--- src/rtl/tpu_pkg.sv ---
// Shared TPU definitions: weight memory geometry and the loader state encoding.
package tpu_pkg;

    localparam int DATA_W     = 16;
    localparam int ADDR_W     = 13;
    localparam int WMEM_DEPTH = 256;
    localparam int CNT_W      = 9;

    typedef enum logic [1:0] {
        IDLE = 2'd0,
        LOAD = 2'd1,
        FIN  = 2'd2
    } loader_state_t;

endpackage

--- src/rtl/weight_loader.sv ---
// Weight loader: takes a host stream of weights over valid/ready and writes
// them to consecutive weight memory words starting at a commanded base.
//
// state | meaning
// IDLE  | waiting for start; range-checks the command
// LOAD  | accepting host words, one memory write per transfer
// FIN   | one cycle, done pulse (coincides with the last write)
module weight_loader #(
    parameter int DATA_W = tpu_pkg::DATA_W,
    parameter int ADDR_W = tpu_pkg::ADDR_W,
    parameter int DEPTH  = tpu_pkg::WMEM_DEPTH,
    parameter int CNT_W  = tpu_pkg::CNT_W
) (
    input  logic              clk,
    input  logic              rst,
    input  logic              start,
    input  logic [ADDR_W-1:0] base_addr,
    input  logic [CNT_W-1:0]  num_words,
    input  logic              in_valid,
    input  logic [DATA_W-1:0] in_data,
    output logic              in_ready,
    output logic              wr_en,
    output logic [ADDR_W-1:0] wr_addr,
    output logic [DATA_W-1:0] wr_data,
    output logic              busy,
    output logic              done,
    output logic              err
);
    import tpu_pkg::*;

    // One bit wider than the widest operand so base+num never wraps.
    localparam int CHK_W = ((ADDR_W > CNT_W) ? ADDR_W : CNT_W) + 1;

    loader_state_t     state;
    logic [ADDR_W-1:0] base_q;
    logic [CNT_W-1:0]  num_q;
    logic [CNT_W-1:0]  idx_q;

    logic [CHK_W-1:0]  end_addr;
    logic              range_bad;
    logic              xfer;
    logic              last_xfer;

    // Command range check and handshake decode.
    always_comb begin
        end_addr  = CHK_W'(base_addr) + CHK_W'(num_words);
        range_bad = (end_addr > CHK_W'(DEPTH));
        xfer      = in_valid && in_ready;
        last_xfer = (idx_q == (num_q - CNT_W'(1)));
    end

    // Ready is taken straight from the state register.
    assign in_ready = (state == LOAD);

    // Sequencer FSM with registered write port and status pulses.
    always_ff @(posedge clk) begin
        if (rst) begin
            state   <= IDLE;
            base_q  <= '0;
            num_q   <= '0;
            idx_q   <= '0;
            wr_en   <= 1'b0;
            wr_addr <= '0;
            wr_data <= '0;
            busy    <= 1'b0;
            done    <= 1'b0;
            err     <= 1'b0;
        end else begin
            wr_en <= 1'b0;
            done  <= 1'b0;
            err   <= 1'b0;
            case (state)
                IDLE: begin
                    if (start) begin
                        if (num_words == '0) begin
                            state <= FIN;
                            done  <= 1'b1;
                            busy  <= 1'b1;
                        end else if (range_bad) begin
                            err <= 1'b1;
                        end else begin
                            base_q <= base_addr;
                            num_q  <= num_words;
                            idx_q  <= '0;
                            state  <= LOAD;
                            busy   <= 1'b1;
                        end
                    end
                end
                LOAD: begin
                    if (xfer) begin
                        wr_en   <= 1'b1;
                        wr_addr <= base_q + ADDR_W'(idx_q);
                        wr_data <= in_data;
                        idx_q   <= idx_q + CNT_W'(1);
                        if (last_xfer) begin
                            state <= FIN;
                            done  <= 1'b1;
                        end
                    end
                end
                FIN: begin
                    state <= IDLE;
                    busy  <= 1'b0;
                end
                default: begin
                    state <= IDLE;
                    busy  <= 1'b0;
                end
            endcase
        end
    end

endmodule

--- config.mk ---
export PLATFORM = sky130hd
export DESIGN_NAME = weight_loader
export DESIGN_NICKNAME = d
export VERILOG_FILES = /design/src/rtl/tpu_pkg.sv /design/src/rtl/weight_loader.sv
export SDC_FILE = /design/constraint.sdc
export NUM_CORES = 1
export LEC_CHECK = 0
export CAP_MARGIN = 20
export CORE_MARGIN = 3
export CORE_UTILIZATION = 52
export CTS_CLUSTER_DIAMETER = 200
export DETAILED_ROUTE_END_ITERATION = 16
export PLACE_DENSITY = 0.84
export REMOVE_ABC_BUFFERS = 1
export SETUP_SLACK_MARGIN = 0.05
export SYNTH_ARGS = -nofsm -noshare
export SYNTH_HDL_FRONTEND = slang
export SYNTH_SLANG_ARGS = --single-unit
--- constraint.sdc ---
create_clock -name clk -period 4.3 [get_ports clk]
set_input_delay 1.29 -clock clk [delete_from_list [all_inputs] [get_ports clk]]
set_output_delay 1.29 -clock clk [all_outputs]
set_load 0.05 [all_outputs]
==> impl_metrics.csv, run 1 <==
group,metric,value,unit
final_layout,multi_input_area,2230,um2
route,dr.pass1.iters,6,
worst_setup_path,crit_chain,"clkdlybuf4s50_1 > ha_1 > inv_1 > fa_1 > nand2b_1 > a21oi_1 > nand3_1 > a221oi_2 > a31oi_1 > nor4_4 > buf_12 > mux2i_1 > nor2_1",
clock_tree,cts-buffers-inserted,9,
route,ant_nets,0,
synth,synthCells,451,
final_layout,fillers,568,
sta,hold_viol_final,0,
route,vias,3477,
route,wl,8.96,mm
sta,period_needed,4.07,ns
worst_setup_path,end_kind,"register",
grt,grt_overflow,0,
sta,fmax,246,MHz
synth,syn_area,3720,um2
placement,place_congestion,0.912,
sta,slew_headroom,47.7,%
power,power_switching,0.324,mW
min_path,hold_class,"register to register",
worst_setup_path,critPathLaunchType,"input port",
worst_setup_path,crit_arrival,4.27,ns
clock_tree,clock-sinks,66,
worst_setup_path,r2r_start,"idx_q[0]",
synth,yosys_register_bits,66,
die,rows,30,
route,drt-wirelength-per-cell,14.3,um
synth,synth_cell_types,60,
clock_tree,cts_tree,"yes",
die,start_util,54.1,%
sta,min_period_over_period,94.6,%
final_layout,fin_nets,590,
worst_setup_path,cp_max_fo,20,
die,io_pins,76,
synth,async_flop_share,0,%
die,die_h,90.6,um
die,die_w,90.6,um
synth,synth_edf_count,0,
synth,synth_common_cells,"66 x dfxtp_1, 60 x nand2_1, 44 x a21oi_1, 39 x nor2_1, 22 x inv_1",
sta,rsz0062_at_grt,"yes",
worst_setup_path,cpPeakStageDelay,0.52,ns
sta,setup_viol,0,
final_layout,instances_no_fill,627,
clock_tree,hold_buffers,0,
power,seqPwrFrac,46.8,%
synth,synth_seq_area_share,35.5,%
power,p_int,0.996,mW
power,power_density,275,nW/um2
synth,synth_top_area_share,35.5,%
final_layout,drive_gt1_share,6.78,%
synth,yosysMostFrequentCell,"dfxtp_1",
placement,portBuffers,75,
synth,yosys_warnings,0,
route,drc,0,
placement,placed_cells,611,
sta,fin_hold_ws,0.452,ns
grt,grt_usage,21.9,%
final_layout,finalInstanceArea,4800,um2
synth,yosys.area.top_type,"dfxtp_1",
worst_setup_path,critPathSlowestCell,"clkdlybuf4s50_1",
sta,finalMaxSlewViolations,0,
status,outcome,"finished, final reports clean",
clock_tree,clockRootBuffer,"clkbuf_8",
clock_tree,cts_buffer_depth,2,
synth,avgSynthCellArea,8.25,um2
grt,antenna_found_initial,0,
synth,synthTopCellsByArea,"dfxtp_1 36%, ha_1 6.7%, nand2_1 6.1%",
run,drv_cap,0,
min_path,hold_start,"wr_addr[3]",
power,leakage,1.73,nW
sta,fin_setup_tns,0,ns
sta,tightest_slew,0.784,ns
sta,finClkSkew,0.00741,ns
final_layout,antenna_cells,0,
worst_setup_path,crit_start,"num_words[0]",
placement,placed_area,4580,um2
final_layout,register_area,1320,um2
worst_setup_path,critical_path_class,"input port to register",
clock_tree,insertion_delay,0.34,ns
die,die_area,8200,um2
worst_setup_path,path_buf_inv,3,
worst_setup_path,crit_family,"buffers and inverters",
power,netSwitchingFraction,24.5,%
placement,dp_hpwl,6.86,mm
worst_setup_path,crit_required,4.50,ns
route,routed_via_density,5.55,
power,combPwrFrac,13.3,%
grt,grt_pass1_vias,3244,
synth,synth_flop_cell,"dfxtp_1",
grt,grt_start_max_net_pins,43,
final_layout,area_growth,29.0,%
clock_tree,htree_levels,3,
power,clkPwrFrac,39.9,%
clock_tree,clk_pin_slew,0.07,ns
power,peakVddDrop,0.173,mV
die,core-area,6870,um2
route,drt_iter0_drc,167,
grt,grt_pass1_wl,14.9,mm
layout make-up:
cell class | instances | share of cell area [%]
multi-input cells | 341 | 46.4
flip-flops and latches | 66 | 27.6
repair buffers | 86 | 17.5
clock buffers | 11 | 3.16
well taps | 96 | 2.50
inverters | 22 | 1.72
clock inverters | 5 | 1.10
power by group through the flow:
stage | Sequential [mW] | Combinational [mW] | Clock [mW]
global placement | 0.631 | 0.170 | 0
global route | 0.617 | 0.192 | 0.559
CTS | 0.617 | 0.173 | 0.535
floorplan | 0.636 | 0.0830 | 0
finish | 0.617 | 0.176 | 0.527
detailed placement | 0.631 | 0.172 | 0
cells in the final DEF, fill, tap and decap left out, types with 4 or more instances in the layout:
cell type and instances:
nor2b_1 5, nand2_1 60, inv_1 22, xnor2_1 14, o21ai_0 13, ha_1 20, clkbuf_8 11, buf_4 10
nand2b_1 11, xor2_1 6, o21ai_1 4, nand3_1 6, clkdlybuf4s50_1 74, a21oi_1 44, o32ai_1 5, or3_1 5
a211oi_1 5, and3_1 6, nor3_1 11, dfxtp_1 66, mux2i_1 19, and2_1 8, nor2_1 39, nor3b_1 6
per-stage QoR:
stage               setup WS [ns]  utilization, %  total power [mW]
CTS                        0.0931            69.7              1.32
global route               0.0271            69.8              1.37
global placement           -0.109            66.7             0.800
detailed placement         -0.245            66.7             0.802
floorplan                  -0.127               -             0.719
finish                      0.232            69.8              1.32
worst register-to-register path, delay by kind of cell, from the launching register on:
family                   cells  cell delay, ns
AO/OA/AOI/OAI                6            1.24
adder cells (fa/ha/maj)      2            0.62
flip-flops                   1            0.44
XOR/XNOR                     1            0.18
AND/OR/NAND/NOR              1            0.15
buffers and inverters        1            0.06
final timing paths:
kind | to | slack [ns] | cells past startpoint
worst max-delay path | base_q[2] | 0.23 | 13
worst max register to register | wr_addr[12] | 1.53 | 11
worst min-delay path | wr_addr[3] | 0.45 | 2
worst min register to register | wr_addr[3] | 0.45 | 2
cells by family (layout without fill, tap and decap cells):
| kind of cell | Yosys count | after routing | synth area share (%) |
|---|---|---|---|
| adder cells (fa/ha/maj) | 22 | 22 | 7.81 |
| flip-flops | 66 | 66 | 35.5 |
| multiplexers | 20 | 20 | 5.42 |
| AND/OR/NAND/NOR | 168 | 168 | 22.0 |
| buffers and inverters | 44 | 124 | 4.88 |
| AO/OA/AOI/OAI | 111 | 111 | 19.7 |
| XOR/XNOR | 20 | 20 | 4.71 |
routing by layer:
layer	track usage, %	share of wire, %	wire length, um	vias to the layer above
met3	5.92	6.3	568	27
met1	26.0	43	3890	1582
met5	0	0	0	-
met2	38.0	48	4270	122
li1	-	-	-	1746
met4	7.65	2.6	232	0
registers in the layout (all words and copies together), names as in the netlist:
signal	count
base_q	13
num_q	9
wr_addr	13
err	1
idx_q	9
wr_en	1
state	2
done	1
busy	1
wr_data	16
what timing repair did:
| item | 4_1_cts | 5_1_grt |
|---|---|---|
| gates resized for setup | 0 | 2 |
| setup buffers | 0 | 0 |
| endpoints found under the setup margin | 0 | 30 |
No activity file was read; power rests on OpenSTA's default activity.
==> inputs of run 2 (changes only) <==
--- a/config.mk
+++ b/config.mk
@@ -5,6 +5,7 @@
 export SDC_FILE = /design/constraint.sdc
 export NUM_CORES = 1
 export LEC_CHECK = 0
+export ABC_AREA = 0
 export CAP_MARGIN = 20
 export CORE_MARGIN = 3
 export CORE_UTILIZATION = 52
==> results of run 2 <==
Same layout as run 1: the final DEF is identical, and so are final timing and power.
